### src/rtl/timer_counter.sv
// Memory-mapped 32-bit down-counting timer (CTRL/PRESET/COUNT) with one-shot or auto-reload expiry interrupt.
// Reads are combinational in the access cycle; writes land on the clock edge; no backpressure, every access completes at once.
module timer_counter (
    input  logic        clk,
    input  logic        reset,
    input  logic [1:0]  addr,
    input  logic        writeEnable,
    input  logic [31:0] writeData,
    output logic [31:0] readData,
    output logic        irq
);

    typedef struct packed {
        logic       im;
        logic [1:0] mode;
        logic       en;
    } ctrl_t;

    typedef enum logic [1:0] {
        IDLE = 2'd0,
        LOAD = 2'd1,
        CNT  = 2'd2,
        INT  = 2'd3
    } state_t;

    localparam logic [1:0] ADDR_CTRL   = 2'd0;
    localparam logic [1:0] ADDR_PRESET = 2'd1;
    localparam logic [1:0] ADDR_COUNT  = 2'd2;
    localparam logic [1:0] MODE_RELOAD = 2'b01;

    ctrl_t       ctrl_q;
    logic [31:0] preset_q;
    logic [31:0] count_q;
    logic        irq_flag_q;
    state_t      state_q;

    always_comb begin
        readData = 32'd0;
        case (addr)
            ADDR_CTRL:   readData = {28'd0, ctrl_q};
            ADDR_PRESET: readData = preset_q;
            ADDR_COUNT:  readData = count_q;
            default:     readData = 32'd0;
        endcase
    end

    // Both terms are flops, so irq has no path from the bus inputs.
    assign irq = ctrl_q.im & irq_flag_q;

    always_ff @(posedge clk) begin
        if (reset) begin
            ctrl_q     <= '0;
            preset_q   <= 32'd0;
            count_q    <= 32'd0;
            irq_flag_q <= 1'b0;
            state_q    <= IDLE;
        end else begin
            case (state_q)
                IDLE: begin
                    if (ctrl_q.en) state_q <= LOAD;
                end
                LOAD: begin
                    count_q <= preset_q;
                    state_q <= CNT;
                end
                CNT: begin
                    if (!ctrl_q.en) begin
                        state_q <= IDLE;
                    end else if (count_q > 32'd1) begin
                        count_q <= count_q - 32'd1;
                    end else begin
                        // A zero preset expires here too, so the count never wraps.
                        count_q    <= 32'd0;
                        irq_flag_q <= 1'b1;
                        state_q    <= INT;
                    end
                end
                INT: begin
                    if (ctrl_q.mode == MODE_RELOAD) begin
                        irq_flag_q <= 1'b0;
                        state_q    <= LOAD;
                    end else begin
                        ctrl_q.en <= 1'b0;
                        state_q   <= IDLE;
                    end
                end
                default: state_q <= IDLE;
            endcase

            // Placed last so a bus write overrides same-edge FSM updates of CTRL and the flag.
            if (writeEnable) begin
                case (addr)
                    ADDR_CTRL: begin
                        ctrl_q     <= ctrl_t'(writeData[3:0]);
                        irq_flag_q <= 1'b0;
                    end
                    ADDR_PRESET: preset_q <= writeData;
                    default: ;
                endcase
            end
        end
    end

endmodule

### config.mk
export PLATFORM = sky130hd
export DESIGN_NAME = timer_counter
export DESIGN_NICKNAME = d
export VERILOG_FILES = /design/src/rtl/timer_counter.sv
export SDC_FILE = /design/constraint.sdc
export NUM_CORES = 1
export LEC_CHECK = 0
export BUFFER_PORTS_ARGS = -buffer_cell sky130_fd_sc_hd__buf_2
export CAP_MARGIN = 20
export CORE_UTILIZATION = 61
export DETAILED_ROUTE_END_ITERATION = 7
export PLACE_DENSITY_LB_ADDON = 0.2
export SYNTH_ARGS = -nofsm -noshare
export SYNTH_HDL_FRONTEND = slang
export SYNTH_SLANG_ARGS = --single-unit
### constraint.sdc
create_clock -name clk -period 6.85 [get_ports clk]
set_clock_uncertainty 0.2 [all_clocks]
set_input_delay 0.685 -clock clk [delete_from_list [all_inputs] [get_ports clk]]
set_output_delay 0.685 -clock clk [all_outputs]
set_load 0.1 [all_outputs]
==> results of run 1 <==
-- through the flow --
step	std cells	hold slack, ps	setup slack, ps	power, mW	cell area (um2)
6_report	638	288	3580	0.987	4510
5_1_grt	638	306	3500	1.03	4510
4_1_cts	637	281	3350	0.985	4490
3_5_place_dp	621	269	3360	0.610	4270
3_3_place_gp	621	264	3420	0.605	4270
2_1_floorplan	510	245	2800	0.568	3970
-- logic make-up after synthesis --
kind of cell | Yosys count | synth area share
simple gates | 188 | 0.238
buf+inv | 48 | 0.0511
flops | 71 | 0.358
mux | 10 | 0.0252
fa+ha+maj | 2 | 0.00630
compound gates | 190 | 0.319
xor+xnor | 1 | 0.00221
-- synth_stat cells (all sizes together) (2+ instances only) --
library cell,number,area [um2]
nand2b,3,18.8
ha,2,25.0
clkbuf,31,118
nand3,7,35.0
o211a,2,20.0
a21o,7,53.8
o41ai,3,26.3
nand3b,2,15.0
mux2i,10,100
a22oi,2,15.0
or3,3,20.0
nand2,80,300
a31o,3,26.3
o21a,6,45.0
nor3,13,65.1
a211o,2,17.5
nor4,8,83.8
or4,4,30.0
dfxtp,71,1420
and2,3,18.8
a21oi,61,305
nor2,42,158
a32o,2,20.0
nor4b,2,38.8
a31oi,4,25.0
o31ai,6,45.0
a22o,28,246
inv,10,37.5
nor2b,5,31.3
o21ai,34,170
o221a,4,45.0
a211oi,16,120
buf,7,47.6
nand4,7,58.8
and3,2,12.5
a221oi,2,17.5
-- per-layer routing --
metal	share of wire	track usage	vias to the layer above
met5	0	0	-
met4	0.024	0.159	0
met3	0.12	0.118	42
met2	0.43	0.511	253
met1	0.42	0.494	1913
li1	-	-	1981
-- worst min-delay path by stage --
| stage | cells past startpoint | startpoint | slack [ps] | to |
|---|---|---|---|---|
| after floorplan | 2 | preset_q[18]$_SDFFE_PP0P_ | 250 | preset_q[18]$_SDFFE_PP0P_ |
| after global placement | 2 | preset_q[3]$_SDFFE_PP0P_ | 260 | preset_q[3]$_SDFFE_PP0P_ |
| after detailed placement | 2 | preset_q[3]$_SDFFE_PP0P_ | 270 | preset_q[3]$_SDFFE_PP0P_ |
| after CTS | 2 | preset_q[3]$_SDFFE_PP0P_ | 280 | preset_q[3]$_SDFFE_PP0P_ |
| after global routing | 2 | preset_q[12]$_SDFFE_PP0P_ | 310 | preset_q[12]$_SDFFE_PP0P_ |
| final | 2 | preset_q[6]$_SDFFE_PP0P_ | 290 | preset_q[6]$_SDFFE_PP0P_ |
-- flip-flops by register name, indices dropped and copies added, names as in the netlist --
name / count
ctrl_q: 4
irq_flag_q: 1
preset_q: 32
count_q: 32
state_q: 2
-- worst max-delay path: cells and delay by family --
kind	cells	cell delay (ps)
AOI/OAI and AO/OA	1	200
buffers and inverters	3	950
and+or+nand+nor	1	530
-- final cells by class --
type                            instances  area (um2)  share of cell area
Sequential cell                        71        1420               0.315
Multi-Input combinational cell        391        2350               0.521
Clock buffer                           10         128              0.0283
Inverter                               10        37.5             0.00832
Tap cell                               77        96.3              0.0214
Clock inverter                          6        93.8              0.0208
Timing Repair Buffer                   73         383              0.0849
-- power groups by stage --
stage / Sequential [mW] / Clock (mW) / Combinational (mW)
finish: 0.440 / 0.380 / 0.167
global route: 0.441 / 0.404 / 0.181
CTS: 0.438 / 0.385 / 0.162
detailed placement: 0.448 / 0 / 0.161
global placement: 0.448 / 0 / 0.158
floorplan: 0.442 / 0 / 0.126
==> metrics.cfg, run 1 <==
[setup_path]
cp_max_fo=22
critPathLaunchType=input pin
crit_path_start=addr[0]
r2r_cells=5
crit_type=in -> out
cp-endpoint=readData[9]
path_common_cell=buf_2
cpPeakStageDelay_ps=530
critPathRequiredTime_ps=5960
crit_slowest_cell=nor2b_2
r2r-end=count_q[2]$_SDFFE_PP0P_
endpoint_kind=primary output
path_cells=buf_2 -> nor2b_2 -> buf_4 -> a22o_1 -> buf_2
r2r_start=count_q[5]$_SDFFE_PP0P_
r2r_slack_ps=3870
critical_path_arrival_ps=2390

[global_routing]
grt_antenna_before_repair=0
grt_pass1_vias=3715
grt_pass1_wl_um=18300
grt_max_degree=65
grtUsageTotal=0.361
grt_overflow=0

[yosys]
synth-seq-area-share=0.358
synth_cell_type_count=65
ys_ff_latch=71
synth_area_per_cell_um2=7.78
async_reset_ff_frac=0
synth_edf_count=0
syn-instance-count=510
ys_warn_count=0
netlist_area_um2=3970
synth_ff_type=dfxtp_1
synth_nets=549

[sta]
rsz0062_at_grt=false
fin_crit_ps=3270
slew_headroom=0.310
report.final.slew_viol_count=0
setup_viol=0
setup_tns_ps=0
finalHoldViolCount=0
max_freq_ghz=0.306
fin_crit_sh=0.478
tightest_slew_ps=1030

[clocking]
cts_made_buffers=9
post_cts_resized=0
cts_tree=built
worstSkewPairLatency_ps=360
cts_root_buffer=clkbuf_8
cts_setup_buffers=0
clockBufferDepth=2
hold_buffers=0
cts_max_level=3
cts.sinks=71
path_clk_slew_ps=80

[routing]
ant_nets=0
vias=4189
viasPerCell=6.57
avgRoutedWirePerCell_um=18.4
dr.first_iter.drc_count=572
drc_errors=0
drtPass1Iterations=5
wirelength_um=11700

[cells_and_area]
final_cell_mix=80 x nand2_1, 71 x dfxtp_1, 69 x buf_2
area_growth_syn_to_layout_pct=13.6
drive_gt1_frac=0.191
num_antenna_cells=0
nFillCells=539
post-route-util=0.714
final_common_cell=nand2_1
final_nets=595

[place]
port_buffers=69
gp_congestion=0.923
hpwl_um=7850

[power_and_ir_drop]
p_sw_mw=0.303
power.leakage_nw=1.87
switching_share=0.307
power.internal_mw=0.684
max-vdd-ir-drop_v=0.000276
pwr-share-comb=0.169
clkPwrFrac=0.385
powerDensity_nw_per_um2=219
p_seq_frac=0.446

[status]
status=finished clean

[die]
start_util=0.629
ios=70
chipWidth_um=82.7
num_rows=29
die_h_um=82.7
fp.dieArea_um2=6830
core-area_um2=6310

[flow_run]
cap_violations=0

[min_path]
hp-class=reg -> reg

Note: power is estimated with default switching activity, not from simulation.
==> run 2: changes to the inputs <==
--- a/config.mk
+++ b/config.mk
@@ -7,7 +7,7 @@
 export LEC_CHECK = 0
 export BUFFER_PORTS_ARGS = -buffer_cell sky130_fd_sc_hd__buf_2
 export CAP_MARGIN = 20
-export CORE_UTILIZATION = 61
+export CORE_UTILIZATION = 51
 export DETAILED_ROUTE_END_ITERATION = 7
 export PLACE_DENSITY_LB_ADDON = 0.2
 export SYNTH_ARGS = -nofsm -noshare
==> constraint.sdc (replaced) <==
create_clock -name clk -period 2.95 [get_ports clk]
set_clock_uncertainty 0.2 [all_clocks]
set_input_delay 0.295 -clock clk [delete_from_list [all_inputs] [get_ports clk]]
set_output_delay 0.295 -clock clk [all_outputs]
set_load 0.1 [all_outputs]
==> metrics.cfg, run 2 (same netlist as run 1, synthesis figures left out) <==
[setup_path]
endpoint_kind=flip-flop  ; was primary output
cp_max_fo=11  ; was 22
crit_slowest_cell=a31oi_1  ; was nor2b_2
path_delay_family=compound AO/OA/AOI/OAI gates  ; was buffers and inverters
worst-path-buf-inv=1  ; was 3
cpPeakStageDelay_ps=760  ; was 530 ps
crit_type=reg -> reg  ; was in -> out
critical_path_arrival_ps=2750  ; was 2390 ps
critPathRequiredTime_ps=3020  ; was 5960 ps
critPathLaunchType=flip-flop  ; was input pin
path_cells=inv_1 -> ha_1 -> nor2_1 -> nor4b_4 -> a31oi_1 -> o21ai_0 -> a221oi_1  ; was buf_2 -> nor2b_2 -> buf_4 -> a22o_1 -> buf_2

[sta]
tightest_slew_ps=984  ; was 1030 ps
fin_ws_ps=276  ; was 3580 ps
slew_headroom=0.341  ; was 0.310
report.final.slew_viol_count=0  ; unchanged
setup_viol=0  ; unchanged
finalHoldViolCount=0  ; unchanged
max_freq_ghz=0.374
fin_crit_ps=2670
rsz0062_at_grt=false  ; unchanged
setup_tns_ps=0  ; unchanged
fin_crit_sh=0.906

[clocking]
clockBufferDepth=2  ; unchanged
worstSkewPairLatency_ps=360  ; about the same
cts_made_buffers=9  ; unchanged
cts.sinks=71  ; unchanged
path_clk_slew_ps=90  ; was 80 ps
cts_tree=built  ; unchanged
cts_max_level=3  ; unchanged
cts_root_buffer=clkbuf_8  ; unchanged

[power_and_ir_drop]
max-vdd-ir-drop_v=0.000375  ; was 0.000276 V
powerDensity_nw_per_um2=475  ; was 219 nW/um2
p_seq_frac=0.436  ; was 0.446
power.internal_mw=1.62  ; was 0.684 mW
power.leakage_nw=2.05  ; was 1.87 nW
p_sw_mw=0.726  ; was 0.303 mW
pwr-share-comb=0.184  ; was 0.169
clkPwrFrac=0.380  ; was 0.385
switching_share=0.310  ; was 0.307
power.total_mw=2.34  ; was 0.987 mW

[die]
start_util=0.539  ; was 0.629
die_h_um=90.2  ; was 82.7 um
fp.dieArea_um2=8140  ; was 6830 um2
chipWidth_um=90.2  ; was 82.7 um
num_rows=31  ; was 29
ios=70  ; unchanged
core-area_um2=7370  ; was 6310 um2

[cells_and_area]
area_growth_syn_to_layout_pct=24.2  ; was 13.6%
drive_gt1_frac=0.199  ; was 0.191
final_common_cell=nand2_1  ; unchanged
final_cell_mix=80 x nand2_1, 71 x dfxtp_1, 69 x buf_2  ; unchanged
nFillCells=640  ; was 539
top_regs=count_q (32), preset_q (32), ctrl_q (4)  ; unchanged
final_nets=638  ; was 595

[min_path]
hp-class=in -> reg  ; was reg -> reg

[global_routing]
grtUsageTotal=0.333  ; was 0.361
grt_pass1_wl_um=21600  ; was 18300 um
grt_max_degree=38  ; was 65
grt_overflow=0  ; unchanged
grt_pass1_vias=4261  ; was 3715
grt_antenna_before_repair=1  ; was 0

[routing]
vias=4444  ; was 4189
met1Wirelength_um=5700  ; was 4980 um
dr.first_iter.drc_count=407  ; was 572
viasPerCell=6.31  ; was 6.57
ant_nets=0  ; unchanged
highest_layer=met4  ; unchanged
wirelength_um=13200  ; was 11700 um
routed-wl-met3_um=1300  ; was 1400 um
drtPass1Iterations=6  ; was 5
drc_errors=0  ; unchanged
avgRoutedWirePerCell_um=18.8  ; was 18.4 um
wl_met2_um=5900  ; was 5070 um

[status]
status=finished clean  ; unchanged

[place]
hpwl_um=8580  ; was 7850 um
gp_congestion=0.925  ; was 0.923
place_ws_ps=332  ; was 3360 ps
port_buffers=69  ; unchanged

[flow_run]
cap_violations=0  ; unchanged

-- run 2: changes by cell type in the layout (fill, tap and decap cells not counted), sizes merged --
cell and change:
clkinvlp +2, buf +12, clkinv -1, clkbuf -1, dlygate4sd3 +31, diode +1
-- run 2: repair_timing --
item,CTS,global route
setup buffers,0,0
resized for setup,0,0
hold buffers,31,0
endpoints found under the hold margin,33,0
-- run 2: through the flow --
stage | area [um2] | utilization | std cells | hold WS (ps)
floorplan | 3970 | - | 510 | 231
global placement | 4390 | 0.596 | 655 | 258
detailed placement | 4390 | 0.596 | 655 | 264
CTS | 4920 | 0.668 | 702 | 18.4
global route | 4930 | 0.669 | 704 | 29.8
finish | 4930 | 0.669 | 704 | 11.1
-- run 2: final cells by class --
cell class | count | area, um2 | area share
Antenna cell | 1 | 2.50 | 0.000507
Tap cell | 99 | 124 | 0.0251
Sequential cell | 71 | 1420 | 0.288
Inverter | 10 | 37.5 | 0.00761
Clock inverter | 7 | 96.3 | 0.0195
Timing Repair Buffer | 116 | 776 | 0.157
Clock buffer | 9 | 124 | 0.0251
Multi-Input combinational cell | 391 | 2350 | 0.477
-- run 2: power by group through the flow --
stage	Sequential [mW]	Combinational (mW)	Clock [mW]
floorplan	1.03	0.294	0
global placement	1.04	0.380	0
detailed placement	1.04	0.386	0
CTS	1.02	0.420	0.891
global route	1.02	0.466	0.941
finish	1.02	0.431	0.891
-- run 2: path summary, 6_finish.rpt --
check        slack, ps  cells after the start                        end                      start
min reg2reg        280                      2  preset_q[19]$_SDFFE_PP0P_  preset_q[19]$_SDFFE_PP0P_
min                 10                      3       ctrl_q[0]$_SDFF_PP0_               writeData[0]
max                280                      7   count_q[24]$_SDFFE_PP0P_    count_q[0]$_SDFFE_PP0P_
max reg2reg        280                      7   count_q[24]$_SDFFE_PP0P_    count_q[0]$_SDFFE_PP0P_
-- run 2: worst min-delay path, delay by kind of cell --
kind                   cells  cell delay, ps
and+or+nand+nor            1              70
buffers and inverters      1             100
AOI/OAI and AO/OA          1              70
-- run 2: per-layer routing --
metal  up-vias  global-route usage
li1       2060                   -
met1      2119               0.450
met2       227               0.508
met3        38              0.0787
met4         0               0.140
met5         -                   0
